## config.mk

```make
export PLATFORM = sky130hd
export DESIGN_NAME = grid_tile_painter_flat
export DESIGN_NICKNAME = d
export VERILOG_FILES = /design/src/rtl/grid_tile_painter_pkg.sv /design/src/rtl/grid_tile_painter_if.sv /design/src/rtl/grid_tile_painter_tile_addr_gen.sv /design/src/rtl/grid_tile_painter.sv /design/src/flat_wrapper.sv
export SDC_FILE = /design/constraint.sdc
export NUM_CORES = 1
export LEC_CHECK = 0
export BUFFER_PORTS_ARGS = -buffer_cell sky130_fd_sc_hd__buf_2
export CORE_ASPECT_RATIO = 1.1
export CORE_MARGIN = 10
export CORE_UTILIZATION = 50
export CTS_CLUSTER_SIZE = 10
export DETAILED_ROUTE_END_ITERATION = 16
export PLACE_DENSITY = 0.74
export SLEW_MARGIN = 10
export SYNTH_ARGS = -nofsm -noshare
export SYNTH_HDL_FRONTEND = slang
export SYNTH_SLANG_ARGS = --single-unit
```

## constraint.sdc

```tcl
create_clock -name clk_W -period 9.3 [get_ports clk_W]
set_input_delay 2.79 -clock clk_W [delete_from_list [all_inputs] [get_ports clk_W]]
set_output_delay 2.79 -clock clk_W [all_outputs]
set_load 0.05 [all_outputs]
```

## src/rtl/grid_tile_painter_pkg.sv

```systemverilog
// Shared frame-buffer geometry, colour codes and tile-origin helper used by the
// painter, the frame buffer and the VGA read side.
package grid_tile_painter_pkg;

    localparam int SCREEN_W   = 330;
    localparam int SCREEN_H   = 330;
    localparam int CELL_PX    = 30;
    localparam int GRID_CELLS = SCREEN_W / CELL_PX;
    localparam int ADDR_W     = 18;
    localparam int FB_WORDS   = SCREEN_W * SCREEN_H;

    typedef logic [ADDR_W-1:0] fb_addr_t;

    typedef enum logic [1:0] {
        CODE_BG       = 2'd0,
        CODE_WALL     = 2'd1,
        CODE_ROBOT    = 2'd2,
        CODE_GRIDLINE = 2'd3
    } color_code_t;

    localparam color_code_t BG_CODE = CODE_BG;

    typedef enum logic [1:0] {
        ST_CLEAR = 2'd0,
        ST_IDLE  = 2'd1,
        ST_PAINT = 2'd2
    } state_t;

    localparam fb_addr_t TILE_ROW_STEP = fb_addr_t'(CELL_PX * SCREEN_W);
    localparam fb_addr_t TILE_COL_STEP = fb_addr_t'(CELL_PX);

    // Constant multiplies only; evaluated once per accepted update.
    function automatic fb_addr_t tile_origin(input logic [3:0] cx, input logic [3:0] cy);
        return fb_addr_t'(cy) * TILE_ROW_STEP + fb_addr_t'(cx) * TILE_COL_STEP;
    endfunction

endpackage

```

## src/rtl/grid_tile_painter_if.sv

```systemverilog
// Cell-update handshake plus frame-buffer write port of the tile painter.
// master = update producer / buffer consumer, slave = the painter.
interface grid_tile_painter_if;
    import grid_tile_painter_pkg::*;

    logic        upd_valid;
    logic        upd_ready;
    logic [3:0]  upd_x;
    logic [3:0]  upd_y;
    logic [1:0]  upd_code;
    logic        clear_req;
    fb_addr_t    w_addr;
    logic [1:0]  w_data;
    logic        w_en;
    logic        busy;
    logic        upd_err;

    modport master (
        output upd_valid, upd_x, upd_y, upd_code, clear_req,
        input  upd_ready, w_addr, w_data, w_en, busy, upd_err
    );

    modport slave (
        input  upd_valid, upd_x, upd_y, upd_code, clear_req,
        output upd_ready, w_addr, w_data, w_en, busy, upd_err
    );

endinterface

```

## src/rtl/grid_tile_painter_tile_addr_gen.sv

```systemverilog
// Raster address walker for one 30x30 tile: row_base accumulation plus column offset.
// GRID_LINES_EN: when defined, flags tile border pixels so they can be drawn as grid lines.
module tile_addr_gen
    import grid_tile_painter_pkg::*;
(
    input  logic     clk_i,
    input  logic     rst_n_i,
    input  logic     load_i,
    input  logic     step_i,
    input  fb_addr_t origin_i,
    output fb_addr_t addr_o,
    output logic     last_o,
    output logic     on_grid_o
);

    localparam logic [4:0] LAST_IDX = 5'(CELL_PX - 1);

    fb_addr_t   row_base_q, row_base_d;
    logic [4:0] col_q, col_d;
    logic [4:0] rows_left_q, rows_left_d;
    logic       last_col, last_row;

    assign last_col = (col_q == LAST_IDX);
    assign last_row = (rows_left_q == 5'd0);
    assign last_o   = last_col && last_row;
    assign addr_o   = row_base_q + fb_addr_t'(col_q);

`ifdef GRID_LINES_EN
    assign on_grid_o = (col_q == 5'd0) || last_col || (rows_left_q == LAST_IDX) || last_row;
`else
    assign on_grid_o = 1'b0;
`endif

    // Holding on the last pixel keeps row_base from running past the frame end.
    always_comb begin
        row_base_d  = row_base_q;
        col_d       = col_q;
        rows_left_d = rows_left_q;
        if (load_i) begin
            row_base_d  = origin_i;
            col_d       = 5'd0;
            rows_left_d = LAST_IDX;
        end else if (step_i && !last_o) begin
            if (last_col) begin
                col_d       = 5'd0;
                row_base_d  = row_base_q + fb_addr_t'(SCREEN_W);
                rows_left_d = rows_left_q - 5'd1;
            end else begin
                col_d = col_q + 5'd1;
            end
        end
    end

    always_ff @(posedge clk_i) begin
        if (!rst_n_i) begin
            row_base_q  <= '0;
            col_q       <= 5'd0;
            rows_left_q <= LAST_IDX;
        end else begin
            row_base_q  <= row_base_d;
            col_q       <= col_d;
            rows_left_q <= rows_left_d;
        end
    end

endmodule

```

## src/rtl/grid_tile_painter.sv

```systemverilog
// Expands maze cell updates into per-pixel frame-buffer writes; clears the screen first.
// Border colouring is selected by GRID_LINES_EN inside tile_addr_gen.
//
// state    | meaning
// ST_CLEAR | one BG write per cycle, addresses 0..FB_WORDS-1
// ST_IDLE  | ready for an update or a clear request
// ST_PAINT | 900 raster writes of the latched tile
module grid_tile_painter
    import grid_tile_painter_pkg::*;
(
    input  logic                clk_W,
    input  logic                reset_n,
    grid_tile_painter_if.slave  bus
);

    state_t      state_q, state_d;
    fb_addr_t    clr_addr_q, clr_addr_d;
    color_code_t code_q, code_d;
    fb_addr_t    w_addr_q, w_addr_d;
    color_code_t w_data_q, w_data_d;
    logic        w_en_q, w_en_d;
    logic        ready_q, ready_d;
    logic        busy_q, busy_d;
    logic        err_q, err_d;

    logic        gen_load, gen_step, pix_last, pix_grid;
    fb_addr_t    pix_addr;
    logic        cell_ok, accept, clear_go;

    // upd_ready_q is only high in observable IDLE, so it gates both requests.
    assign cell_ok  = (bus.upd_x < 4'(GRID_CELLS)) && (bus.upd_y < 4'(GRID_CELLS));
    assign clear_go = ready_q && bus.clear_req;
    assign accept   = ready_q && bus.upd_valid && !bus.clear_req;

    tile_addr_gen u_addr_gen (
        .clk_i     (clk_W),
        .rst_n_i   (reset_n),
        .load_i    (gen_load),
        .step_i    (gen_step),
        .origin_i  (tile_origin(bus.upd_x, bus.upd_y)),
        .addr_o    (pix_addr),
        .last_o    (pix_last),
        .on_grid_o (pix_grid)
    );

    always_comb begin
        state_d    = state_q;
        clr_addr_d = clr_addr_q;
        code_d     = code_q;
        w_addr_d   = w_addr_q;
        w_data_d   = w_data_q;
        w_en_d     = 1'b0;
        err_d      = 1'b0;
        gen_load   = 1'b0;
        gen_step   = 1'b0;
        case (state_q)
            ST_CLEAR: begin
                w_en_d     = 1'b1;
                w_addr_d   = clr_addr_q;
                w_data_d   = BG_CODE;
                clr_addr_d = clr_addr_q + fb_addr_t'(1);
                if (clr_addr_q == fb_addr_t'(FB_WORDS - 1)) state_d = ST_IDLE;
            end
            ST_IDLE: begin
                if (clear_go) begin
                    state_d    = ST_CLEAR;
                    clr_addr_d = '0;
                end else if (accept) begin
                    if (cell_ok) begin
                        state_d  = ST_PAINT;
                        code_d   = color_code_t'(bus.upd_code);
                        gen_load = 1'b1;
                    end else begin
                        err_d = 1'b1;
                    end
                end
            end
            ST_PAINT: begin
                w_en_d   = 1'b1;
                w_addr_d = pix_addr;
                w_data_d = pix_grid ? CODE_GRIDLINE : code_q;
                gen_step = 1'b1;
                if (pix_last) state_d = ST_IDLE;
            end
            default: begin
                state_d    = ST_CLEAR;
                clr_addr_d = '0;
            end
        endcase
        // The cycle carrying the final write still reports busy.
        ready_d = (state_d == ST_IDLE) && !w_en_d;
        busy_d  = !ready_d;
    end

    always_ff @(posedge clk_W) begin
        if (!reset_n) begin
            state_q    <= ST_CLEAR;
            clr_addr_q <= '0;
            code_q     <= CODE_BG;
            w_addr_q   <= '0;
            w_data_q   <= CODE_BG;
            w_en_q     <= 1'b0;
            ready_q    <= 1'b0;
            busy_q     <= 1'b1;
            err_q      <= 1'b0;
        end else begin
            state_q    <= state_d;
            clr_addr_q <= clr_addr_d;
            code_q     <= code_d;
            w_addr_q   <= w_addr_d;
            w_data_q   <= w_data_d;
            w_en_q     <= w_en_d;
            ready_q    <= ready_d;
            busy_q     <= busy_d;
            err_q      <= err_d;
        end
    end

    assign bus.upd_ready = ready_q;
    assign bus.w_addr    = w_addr_q;
    assign bus.w_data    = w_data_q;
    assign bus.w_en      = w_en_q;
    assign bus.busy      = busy_q;
    assign bus.upd_err   = err_q;

endmodule
```

## src/flat_wrapper.sv

```systemverilog
// flat-port wrapper written by rule: the top's interface ports become plain ports
module grid_tile_painter_flat import grid_tile_painter_pkg::*;
  (clk_W, reset_n, bus_upd_valid, bus_upd_x, bus_upd_y, bus_upd_code, bus_clear_req, bus_upd_ready, bus_w_addr, bus_w_data, bus_w_en, bus_busy, bus_upd_err);
  grid_tile_painter_if bus_i ();
  input  logic clk_W;
  input  logic reset_n;
  input wire logic [$bits(bus_i.upd_valid)-1:0] bus_upd_valid;
  input wire logic [$bits(bus_i.upd_x)-1:0] bus_upd_x;
  input wire logic [$bits(bus_i.upd_y)-1:0] bus_upd_y;
  input wire logic [$bits(bus_i.upd_code)-1:0] bus_upd_code;
  input wire logic [$bits(bus_i.clear_req)-1:0] bus_clear_req;
  output wire logic [$bits(bus_i.upd_ready)-1:0] bus_upd_ready;
  output wire logic [$bits(bus_i.w_addr)-1:0] bus_w_addr;
  output wire logic [$bits(bus_i.w_data)-1:0] bus_w_data;
  output wire logic [$bits(bus_i.w_en)-1:0] bus_w_en;
  output wire logic [$bits(bus_i.busy)-1:0] bus_busy;
  output wire logic [$bits(bus_i.upd_err)-1:0] bus_upd_err;
  assign bus_i.upd_valid = bus_upd_valid;
  assign bus_i.upd_x = bus_upd_x;
  assign bus_i.upd_y = bus_upd_y;
  assign bus_i.upd_code = bus_upd_code;
  assign bus_i.clear_req = bus_clear_req;
  assign bus_upd_ready = bus_i.upd_ready;
  assign bus_w_addr = bus_i.w_addr;
  assign bus_w_data = bus_i.w_data;
  assign bus_w_en = bus_i.w_en;
  assign bus_busy = bus_i.busy;
  assign bus_upd_err = bus_i.upd_err;
  grid_tile_painter u_core (.clk_W(clk_W), .reset_n(reset_n), .bus(bus_i));
endmodule
```

==> results.md, run 1 <==
* Most frequent CP cell: ha_1
* Die height at ~130 um
* Data required time of the worst path at roughly 9500 ps
* GR Overflow Total at 0
* Worst-path cell with the longest stage delay: fa_1
* Outcome: finished, final reports clean
* Final setup vio count at 0
* Final HPWL DP at 10.1 mm
* Top-area cell type share of the netlist area at 0.267
* Hold WC Path Type: reg -> reg
* Mapped Cells at approximately 690
* Maximum VDD drop at a little under 0.00007 V
* Critical path startpoint category: input pin
* Path depth of the worst reg2reg path at 7
* Post_cts resized at 0
* Crit-path cells: buf_2 -> inv_1 -> ha_1 -> inv_1 -> fa_1 -> ha_1 -> a211oi_1 -> nor2_1 -> xor2_1 -> ha_1 -> a21o_1 -> a31o_2 -> nor4b_4 -> mux2_1 -> nor3_1 -> nor4_2
* Area contributors post-synth: dfxtp_1 (27%), ha_1 (11%), nor2_1 (5.6%)
* Reg power frac at 0.332
* FF+latch count, synth at 73
* Final net count at about 770
* Worst slew pin tran at 1120 ps
* Hold path cells at 2
* Setup Skew at 5.62 ps
* Worst path arrival time at 6570 ps
* Inserted Diodes at 0
* Post-synth net total at 758
* CTS Hold Buffers Added at 0
* Initial DRC count at between 200 and 300
* Syn. warnings at 0
* CP Capture Type: flip-flop
* LEAKAGE at 2.64 nW
* Min cycle time layout at 6370 ps
* Delay of the slowest critical-path stage at 470 ps
* Clock latency on the worst-skew pair at approximately 340 ps
* Most used flip-flop cell after synthesis: dfxtp_1
* Reg-to-reg critical path startpoint: u_core.state_q[1]$_SDFF_PN0_
* Clock buffer depth at 2
* Rows at 40
* Switching Share at 0.319
* CTS tree: done
* Final Cycle Share at 0.685
* Async SR Flop Fraction at 0
* Reg clk slew, reported paths at 60 ps
* CP Max Fanout at 11
* Design area at 0.00602 sq mm
* First-pass DRT Iterations at 6
* Initial core utilization at 0.506
* Worst slew margin at 0.249
* Core area at about 0.011 sq mm
* GRT Total Usage at 0.172
* Most frequent cells in the layout: nor2_1 (81), dfxtp_1 (73), nand2_1 (56)
* Setup CP Type: in -> reg
* Buffers on Ports at 37
* Cell area after placement at 0.00573 sq mm
* CTS Buf Count at 9
* RSZ-0062 raised after global routing: no
* I/O pin cnt at 38
* First-pass GRT wire length at 22.5 mm
* Gpl congestion at between 0.9 and 1
* EDFF count, synth at 0
* Drt wl/cell at 15.6 um
* Clk root buf: clkbuf_16
* PD cells at 158 mW/mm^2
* Number of fill cells at around 1000
* Internal power at 0.000649 W
* Fin Setup TNS at 0 ps
* CP Launch Point: bus_upd_y[2]
* Area leader, netlist: dfxtp_1
* Synth cell types at 66
* Area of the multi-input gates at 0.00373 sq mm
* Most common cell after layout, fill and taps aside: nor2_1
* Vias in the first global route at 4718
* Die area at 0.0155 sq mm
* Initial antenna violation count at 0
* Endpoints failing hold at 0
* Register-to-register setup slack at 6150 ps
* Largest net degree at the start of global routing at 37
* CTS sink count at 73
* Layout area overhead at 10.0%
* Synth Cell Area at 0.00547 sq mm
* Psw at a little over 0.0003 W
* H-Tree Depth at 3
* Post-Syn Area per Cell at 7.97 sq um
* Max_cap viols at 0
* Vias after detailed routing at 4979
* Register area share after synthesis at 0.267
* Clock network power share at 0.363
* Share of cells above drive strength 1 at 0.103
* Critical R2R Capture: u_core.u_addr_gen.row_base_q[16]$_SDFFE_PN0P_
* Drt drc at 0
* Final ANT Viol Nets at 0
* Die width at 120 um
* CP endpoint: u_core.u_addr_gen.row_base_q[16]$_SDFFE_PN0P_
* Post-CTS setup buffer count at 0
* WL final at 13.3 mm
* F_max at 157 MHz
* Combinational power share at 0.304
* Slew Limit Fails at 0
* Register area at 0.00146 sq mm
* Vias per std cell at roughly 5.8
## power by group through the flow
| stage | Clock, W | Combinational (W) | Sequential [W] |
|---|---|---|---|
| after floorplan | 0 | 0.000223 | 0.000326 |
| after global placement | 0 | 0.000273 | 0.000323 |
| after detailed placement | 0 | 0.000285 | 0.000323 |
| after CTS | 0.000350 | 0.000288 | 0.000316 |
| after global routing | 0.000364 | 0.000322 | 0.000317 |
| final | 0.000346 | 0.000290 | 0.000316 |
## layout make-up
| type | instances | area share |
|---|---|---|
| multi-input combinational | 544 | 0.620 |
| sequential | 73 | 0.243 |
| clock buffer | 11 | 0.0403 |
| timing repair buffer | 42 | 0.0370 |
| tap | 147 | 0.0305 |
| inverter | 33 | 0.0206 |
| clock inverter | 5 | 0.00914 |
## metrics by stage
step	setup WS, ps	utilization	power, W	hold slack (ps)	instances
after floorplan	3020	-	0.000549	437	687
after global placement	2730	0.530	0.000597	445	839
after detailed placement	2650	0.530	0.000608	457	839
after CTS	2980	0.557	0.000954	465	855
after global routing	2620	0.557	0.00100	480	855
final	2930	0.557	0.000953	463	855
## kinds of logic after synthesis
| group | after synthesis | share of synthesized area |
|---|---|---|
| xor+xnor | 53 | 0.0873 |
| buf+inv | 70 | 0.0510 |
| fa+ha+maj | 57 | 0.140 |
| mux | 15 | 0.0277 |
| compound gates | 154 | 0.191 |
| flops | 73 | 0.267 |
| simple gates | 265 | 0.237 |
## registers in the layout, indices dropped and copies added, names as in the netlist
signal	flops
u_core.bus.w_addr	18
u_core.bus.w_en	1
u_core.state_q	2
u_core.bus.upd_ready	1
u_core.u_addr_gen.row_base_q	17
u_core.bus.busy	1
u_core.code_q	2
u_core.u_addr_gen.col_q	5
u_core.clr_addr_q	18
u_core.bus.w_data	2
u_core.u_addr_gen.rows_left_q	5
u_core.bus.upd_err	1
## synthesized netlist by cell type, types with 5 or more instances
cell      count
nor4_1        8
and3_1        9
o21a_1        7
nand2_1      56
o211ai_1      5
nor3_1       32
nor2b_1       9
nand2b_1      5
a22oi_1       8
nand4_1       7
dfxtp_1      73
buf_2         7
fa_1          7
xor2_1       33
nand3_1      34
o21ai_0      30
inv_1        32
clkbuf_1     24
nor2_1       81
ha_1         50
buf_1         5
mux2i_1      14
a21oi_1      42
a21o_1       10
xnor2_1      19
a211oi_1     16
## worst max-delay path, delay by kind of cell
family                     cells  cell delay (ps)
AOI/OAI and AO/OA              3              720
xor gates and xnor gates       1              170
adders and majority gates      4             1400
buffers and inverters          3              440
muxes                          1              360
and+or+nand+nor                4              690
## routing by layer
metal / GRT usage / up-vias / routed length [um]
li1: - / 2472 / -
met1: 0.211 / 2343 / 5910
met2: 0.297 / 138 / 6550
met3: 0.0290 / 26 / 577
met4: 0.0639 / 0 / 303
met5: 0 / - / 0
## worst min path at each step
| stage | endpoint | from | slack [ps] |
|---|---|---|---|
| 6_report | u_core.code_q[1]$_SDFFE_PN0P_ | u_core.code_q[1]$_SDFFE_PN0P_ | 460 |
| 5_1_grt | u_core.code_q[1]$_SDFFE_PN0P_ | u_core.code_q[1]$_SDFFE_PN0P_ | 480 |
| 4_1_cts | u_core.code_q[1]$_SDFFE_PN0P_ | u_core.code_q[1]$_SDFFE_PN0P_ | 470 |
| 3_5_place_dp | u_core.code_q[1]$_SDFFE_PN0P_ | u_core.code_q[1]$_SDFFE_PN0P_ | 460 |
| 3_3_place_gp | u_core.code_q[1]$_SDFFE_PN0P_ | u_core.code_q[1]$_SDFFE_PN0P_ | 440 |
| 2_1_floorplan | u_core.code_q[0]$_SDFFE_PN0P_ | u_core.code_q[0]$_SDFFE_PN0P_ | 440 |
Power figures use the tool's default switching activity.
==> run 2: changes to the inputs <==
- ABC_AREA: not set -> 1
- clock period: 9.3 -> 6.56 ns (I/O delays scaled with it)
==> results.md, run 2 <==
* Post-CTS setup buffer count at 0
* Outcome: finished, final reports clean
* Top-area cell type share of the netlist area at 0.258
* CTS tree: done
* Finished Layout Cells at 1021
* Die height at 132 um
* Clock latency on the worst-skew pair at 340 ps
* Top post-synthesis cells by count: nand2_1 (202), inv_1 (112), dfxtp_1 (73), nand3_1 (61)
* Final ANT Viol Nets at 0
* Internal power at 0.000977 W
* GRT Total Usage at 0.167
* Clock buffer depth at 2
* Most common cell after layout, fill and taps aside: nand2_1
* Largest net degree at the start of global routing at between 40 and 50
* Share of cells above drive strength 1 at 0.116
* Final setup vio count at 0
* Buffers on Ports at 37
* Layout area overhead at 11.0%
* Async SR Flop Fraction at 0
* Reg power frac at 0.316
* Max_cap viols at 0
* Worst slew margin at 0.266
* CTS sink count at 73
* CP Max Fanout at 4
* Vias per std cell at 5.30
* Min cycle time layout at roughly 5200 ps
* Setup Skew at ~6.3 ps
* H-Tree Depth at 3
* Combinational power share at 0.283
* Syn. warnings at 0
* Clk root buf: clkbuf_16
* Post-Syn Area per Cell at 6.75 sq um
* Critical path startpoint category: input pin
* Inserted Diodes at 0
* Post_cts resized at 0
* Clock network power share at 0.402
* EDFF count, synth at 0
* Maximum VDD drop at 0.000128 V
* Drt wl/cell at 13.1 um
* Vias in the first global route at 4883
* Die width at around 120 um
* Post-synth net total at 911
* Vias after detailed routing at 5410
* Placed insts at between 1000 and 1500
* Endpoints failing hold at 0
* Fin Setup TNS at 0 ps
* Worst slew pin tran at 1100 ps
* CTS Hold Buffers Added at 0
* Rows at 40
* Register-to-register setup slack at 3440 ps
* GR Overflow Total at 0
* Path depth of the worst reg2reg path at 7
* Initial antenna violation count at 0
* WL final at 13.4 mm
* Most used flip-flop cell after synthesis: dfxtp_1
* Most frequent cells in the layout: nand2_1 (202), inv_1 (112), dfxtp_1 (73)
* Area contributors post-synth: dfxtp_1 (26%), nand2_1 (13%), ha_1 (11%)
* CP Capture Type: flip-flop
* Final net count at 940
* First-pass GRT wire length at 22.5 mm
* Gpl congestion at 0.930
* Top-count cell post-synth: nand2_1
* FF+latch count, synth at 73
* Hold WC Path Type: reg -> reg
* RSZ-0062 raised after global routing: no
* Setup CP Type: in -> reg
* CTS Buf Count at 9
* PD cells at ~230 mW/mm^2
* Hold path cells at 2
* F_max at 193 MHz
* Drt drc at 0
* Synth Cell Area at 0.00567 sq mm
* Slew Limit Fails at 0
* Data required time of the worst path at 6800 ps
* Mapped Cells at 840
* Register area share after synthesis at 0.258
* Reg clk slew, reported paths at 60 ps
* Number of fill cells at 1114
* Synth cell types at 49
* Final Cycle Share at 0.790
* Core area at 0.0110 sq mm
* Area leader, netlist: dfxtp_1
* I/O pin cnt at 38
* Initial DRC count at about 420
* Psw at 0.000445 W
* Worst path arrival time at 5430 ps
* Switching Share at 0.313
* Core Util, Final at 0.571
* Final HPWL DP at about 10 mm
* Initial core utilization at 0.515
* Die area at 0.0160 sq mm
* LEAKAGE at 3.01 nW
* First-pass DRT Iterations at 5
==> run 2: path summary, 6_finish.rpt <==
| path | start | end |
|---|---|---|
| setup / recovery | bus_upd_x[0] | u_core.u_addr_gen.row_base_q[14]$_SDFFE_PN0P_ |
| hold / removal | u_core.u_addr_gen.rows_left_q[4]$_SDFFE_PP1P_ | u_core.u_addr_gen.rows_left_q[4]$_SDFFE_PP1P_ |
| setup reg to reg | u_core.state_q[0]$_SDFF_PN0_ | u_core.state_q[0]$_SDFF_PN0_ |
| hold reg to reg | u_core.u_addr_gen.rows_left_q[4]$_SDFFE_PP1P_ | u_core.u_addr_gen.rows_left_q[4]$_SDFFE_PP1P_ |
==> run 2: cells by family after synthesis <==
family,Yosys count,synth area share
simple gates,385,0.309
flops,73,0.258
buf+inv,142,0.0984
fa+ha+maj,57,0.135
compound gates,160,0.164
xor+xnor,23,0.0355
==> run 2: power groups by stage <==
stage / combinational (W) / clock, W / sequential, W
2_1_floorplan: 0.000319 / 0 / 0.000463
3_3_place_gp: 0.000394 / 0 / 0.000459
3_5_place_dp: 0.000399 / 0 / 0.000459
4_1_cts: 0.000402 / 0.000573 / 0.000449
5_1_grt: 0.000458 / 0.000595 / 0.000450
6_report: 0.000402 / 0.000571 / 0.000449
==> run 2: worst max-delay path, stage by stage <==
cell and delay (ps):
buf_2 130, fa_1 520, fa_1 530, inv_1 60
fa_1 430, o21ai_0 220, xor2_1 100, ha_1 350
nand2_1 90, nor2_1 90, nand2_1 60, nand3_1 80
nand2_1 70, nand2_1 120, nand3_2 110, nor2_4 110
nand2_1 70, o21ai_1 110, nand3_1 80, nand2_1 90
inv_1 30
==> run 2: metrics by stage <==
stage	worst slack [ps]	cell area [sq um]	hold slack, ps	power (W)
floorplan	1440	5670	430	0.000781
global placement	1090	5950	441	0.000852
detailed placement	1010	5950	445	0.000858
CTS	1350	6290	463	0.00142
global route	993	6290	485	0.00150
finish	1370	6290	458	0.00142
==> run 2: cell type report <==
type	count	area, sq um	area share
tap	147	184	0.0292
inverter	122	458	0.0728
timing repair buffer	38	193	0.0306
multi-input combinational	625	3650	0.580
clock inverter	5	103	0.0163
sequential	73	1460	0.232
clock buffer	11	243	0.0386
==> run 2: layer usage <==
metal,GRT usage,part of all wire,vias up
met1,0.213,0.46,2444
met2,0.273,0.48,111
met5,0,0,-
met4,0.0603,0.016,0
met3,0.0266,0.046,18
li1,-,-,2837
==> run 3: changes to the inputs <==
- clock period: 6.56 -> 4.8 ns (I/O delays scaled with it)
==> results.md, run 3 (synthesis gave the netlist of run 2 again) <==
* Outcome: finished, final reports clean
* Largest net degree at the start of global routing at 43
* Critical path startpoint category: input pin
* Share of cells above drive strength 1 at 0.147
* Reg clk slew, reported paths at 50 ps
* Hold WC Path Type: reg -> reg
* Most frequent cells in the layout: nand2_1 (202), inv_1 (112), dfxtp_1 (73)
* LEAKAGE at 3.13 nW
* Final HPWL DP at 10.4 mm
* Setup WS post-layout at approximately 250 ps
* Data required time of the worst path at 5040 ps
* First-pass GRT wire length at 22.9 mm
* CTS Buf Count at 9
* Initial core utilization at 0.515
* Layout area overhead at 15.0%
* Worst slew pin tran at about 1000 ps
* Min cycle time layout at 4550 ps
* Vias in the first global route at 5082
* Register-to-register setup slack at 2100 ps
* Buffers on Ports at 37
* Pre-CTS setup slack at -133 ps
* Vias after detailed routing at 5435
* Initial DRC count at 362
* GRT Total Usage at 0.168
* CP Capture Type: flip-flop
* Drt drc at 0
* Final Cycle Share at 0.949
* Core area at between 0.01 and 0.015 sq mm
* Max_cap viols at 0
* Final net count at between 900 and 1000
* CTS tree: done
* Clock latency on the worst-skew pair at 340 ps
* Most common cell after layout, fill and taps aside: nand2_1
* Initial antenna violation count at 0
* CP Max Fanout at 4
* CTS sink count at 73
* Rows at 40
* First-pass DRT Iterations at 5
* Worst path arrival time at ~4800 ps
* Finished Layout Cells at 1049
* Maximum VDD drop at 0.000186 V
* H-Tree Depth at 3
* Vias per std cell at roughly 5.2
* Drt wl/cell at 12.8 um
* Setup Skew at between 4 and 5 ps
* PD cells at 305 mW/mm^2
* Gpl congestion at approximately 0.91
* Final ANT Viol Nets at 0
* Clk root buf: clkbuf_16
* GR Overflow Total at 0
* Clock buffer depth at 2
* Slew Limit Fails at 0
* F_max at approximately 220 MHz
* Worst slew margin at 0.303
* Placed insts at around 1000
* Setup CP Type: in -> reg
* Die area at between 0.015 and 0.02 sq mm
* Endpoints failing hold at 0
* Die width at 122 um
* Final setup vio count at 0
* Inserted Diodes at 0
* WL final at 13.4 mm
* I/O pin cnt at 38
* Number of fill cells at 1085
* Die height at 132 um
## run 3: cell types whose count changed in the layout (fill, tap and decap cells not counted), moves of 2 or more
cell       previous run  this run
a21oi_1              59        57
a21oi_2               1         3
bufinv_16             3         1
ha_1                 50        47
ha_4                  0         3
clkbuf_8              1         3
buf_4                 1        29
## run 3: cell type report
| cell class | count | area [sq um] | share of cell area |
|---|---|---|---|
| clock inverters | 2 | 35.0 | 0.00537 |
| clock buffers | 14 | 274 | 0.0420 |
| repair buffers | 66 | 403 | 0.0618 |
| well taps | 147 | 184 | 0.0282 |
| flip-flops and latches | 73 | 1460 | 0.224 |
| inverters | 122 | 458 | 0.0702 |
| multi-input cells | 625 | 3700 | 0.568 |
## run 3: layer usage
layer	global-route usage	up-vias	share of wire	wire [um]
met3	0.0214	14	0.047	630
li1	-	2898	-	-
met5	0	-	0	0
met2	0.281	107	0.49	6550
met1	0.210	2416	0.45	6020
met4	0.0710	0	0.014	187
## run 3: where the power goes
part | total [W] | internal, W | switching, W
combinational | 0.000683 | 0.000304 | 0.000379
sequential | 0.000614 | 0.000610 | 0.00000376
clock | 0.000690 | 0.000444 | 0.000246
## run 3: metrics by stage
step,instance area (sq um),setup TNS [ps],hold WS [ps],utilization,power [W]
6_report,6520,0,449,0.592,0.00199
2_1_floorplan,5670,0,430,-,0.00107
3_3_place_gp,6160,-214,443,0.559,0.00127
4_1_cts,6470,0,451,0.587,0.00196
3_5_place_dp,6160,-657,444,0.559,0.00127
5_1_grt,6520,-27.0,507,0.592,0.00211
## run 3: worst max-delay path, cell delays in order
cell	delay, ps
buf_2	130
fa_1	510
fa_1	530
inv_1	60
fa_1	400
buf_4	150
xnor2_1	120
ha_1	340
nand2_1	80
nor2_1	110
nand2_1	60
nand3_1	90
nand2_1	70
nand2_1	100
nand3_2	100
nor2_4	120
nand2_1	80
o21ai_1	110
nand3_1	70
nand2_1	90
inv_1	40
## run 3: worst paths after layout
path | depth (start not counted) | endpoint | start
max reg2reg | 9 | u_core.u_addr_gen.row_base_q[8]$_SDFFE_PN0P_ | u_core.state_q[0]$_SDFF_PN0_
min reg2reg | 2 | u_core.bus.w_data[1]$_SDFFE_PN0P_ | u_core.bus.w_data[1]$_SDFFE_PN0P_
min | 2 | u_core.bus.w_data[1]$_SDFFE_PN0P_ | u_core.bus.w_data[1]$_SDFFE_PN0P_
max | 21 | u_core.u_addr_gen.row_base_q[14]$_SDFFE_PN0P_ | bus_upd_x[0]
## run 3: timing repair
action | 4_1_cts | 5_1_grt
buffers inserted | 0 | 0
hold buffers | 0 | 0
endpoints found under the hold margin | 0 | 0
setup endpoints to repair | 0 | 8
resized for setup | 0 | 7
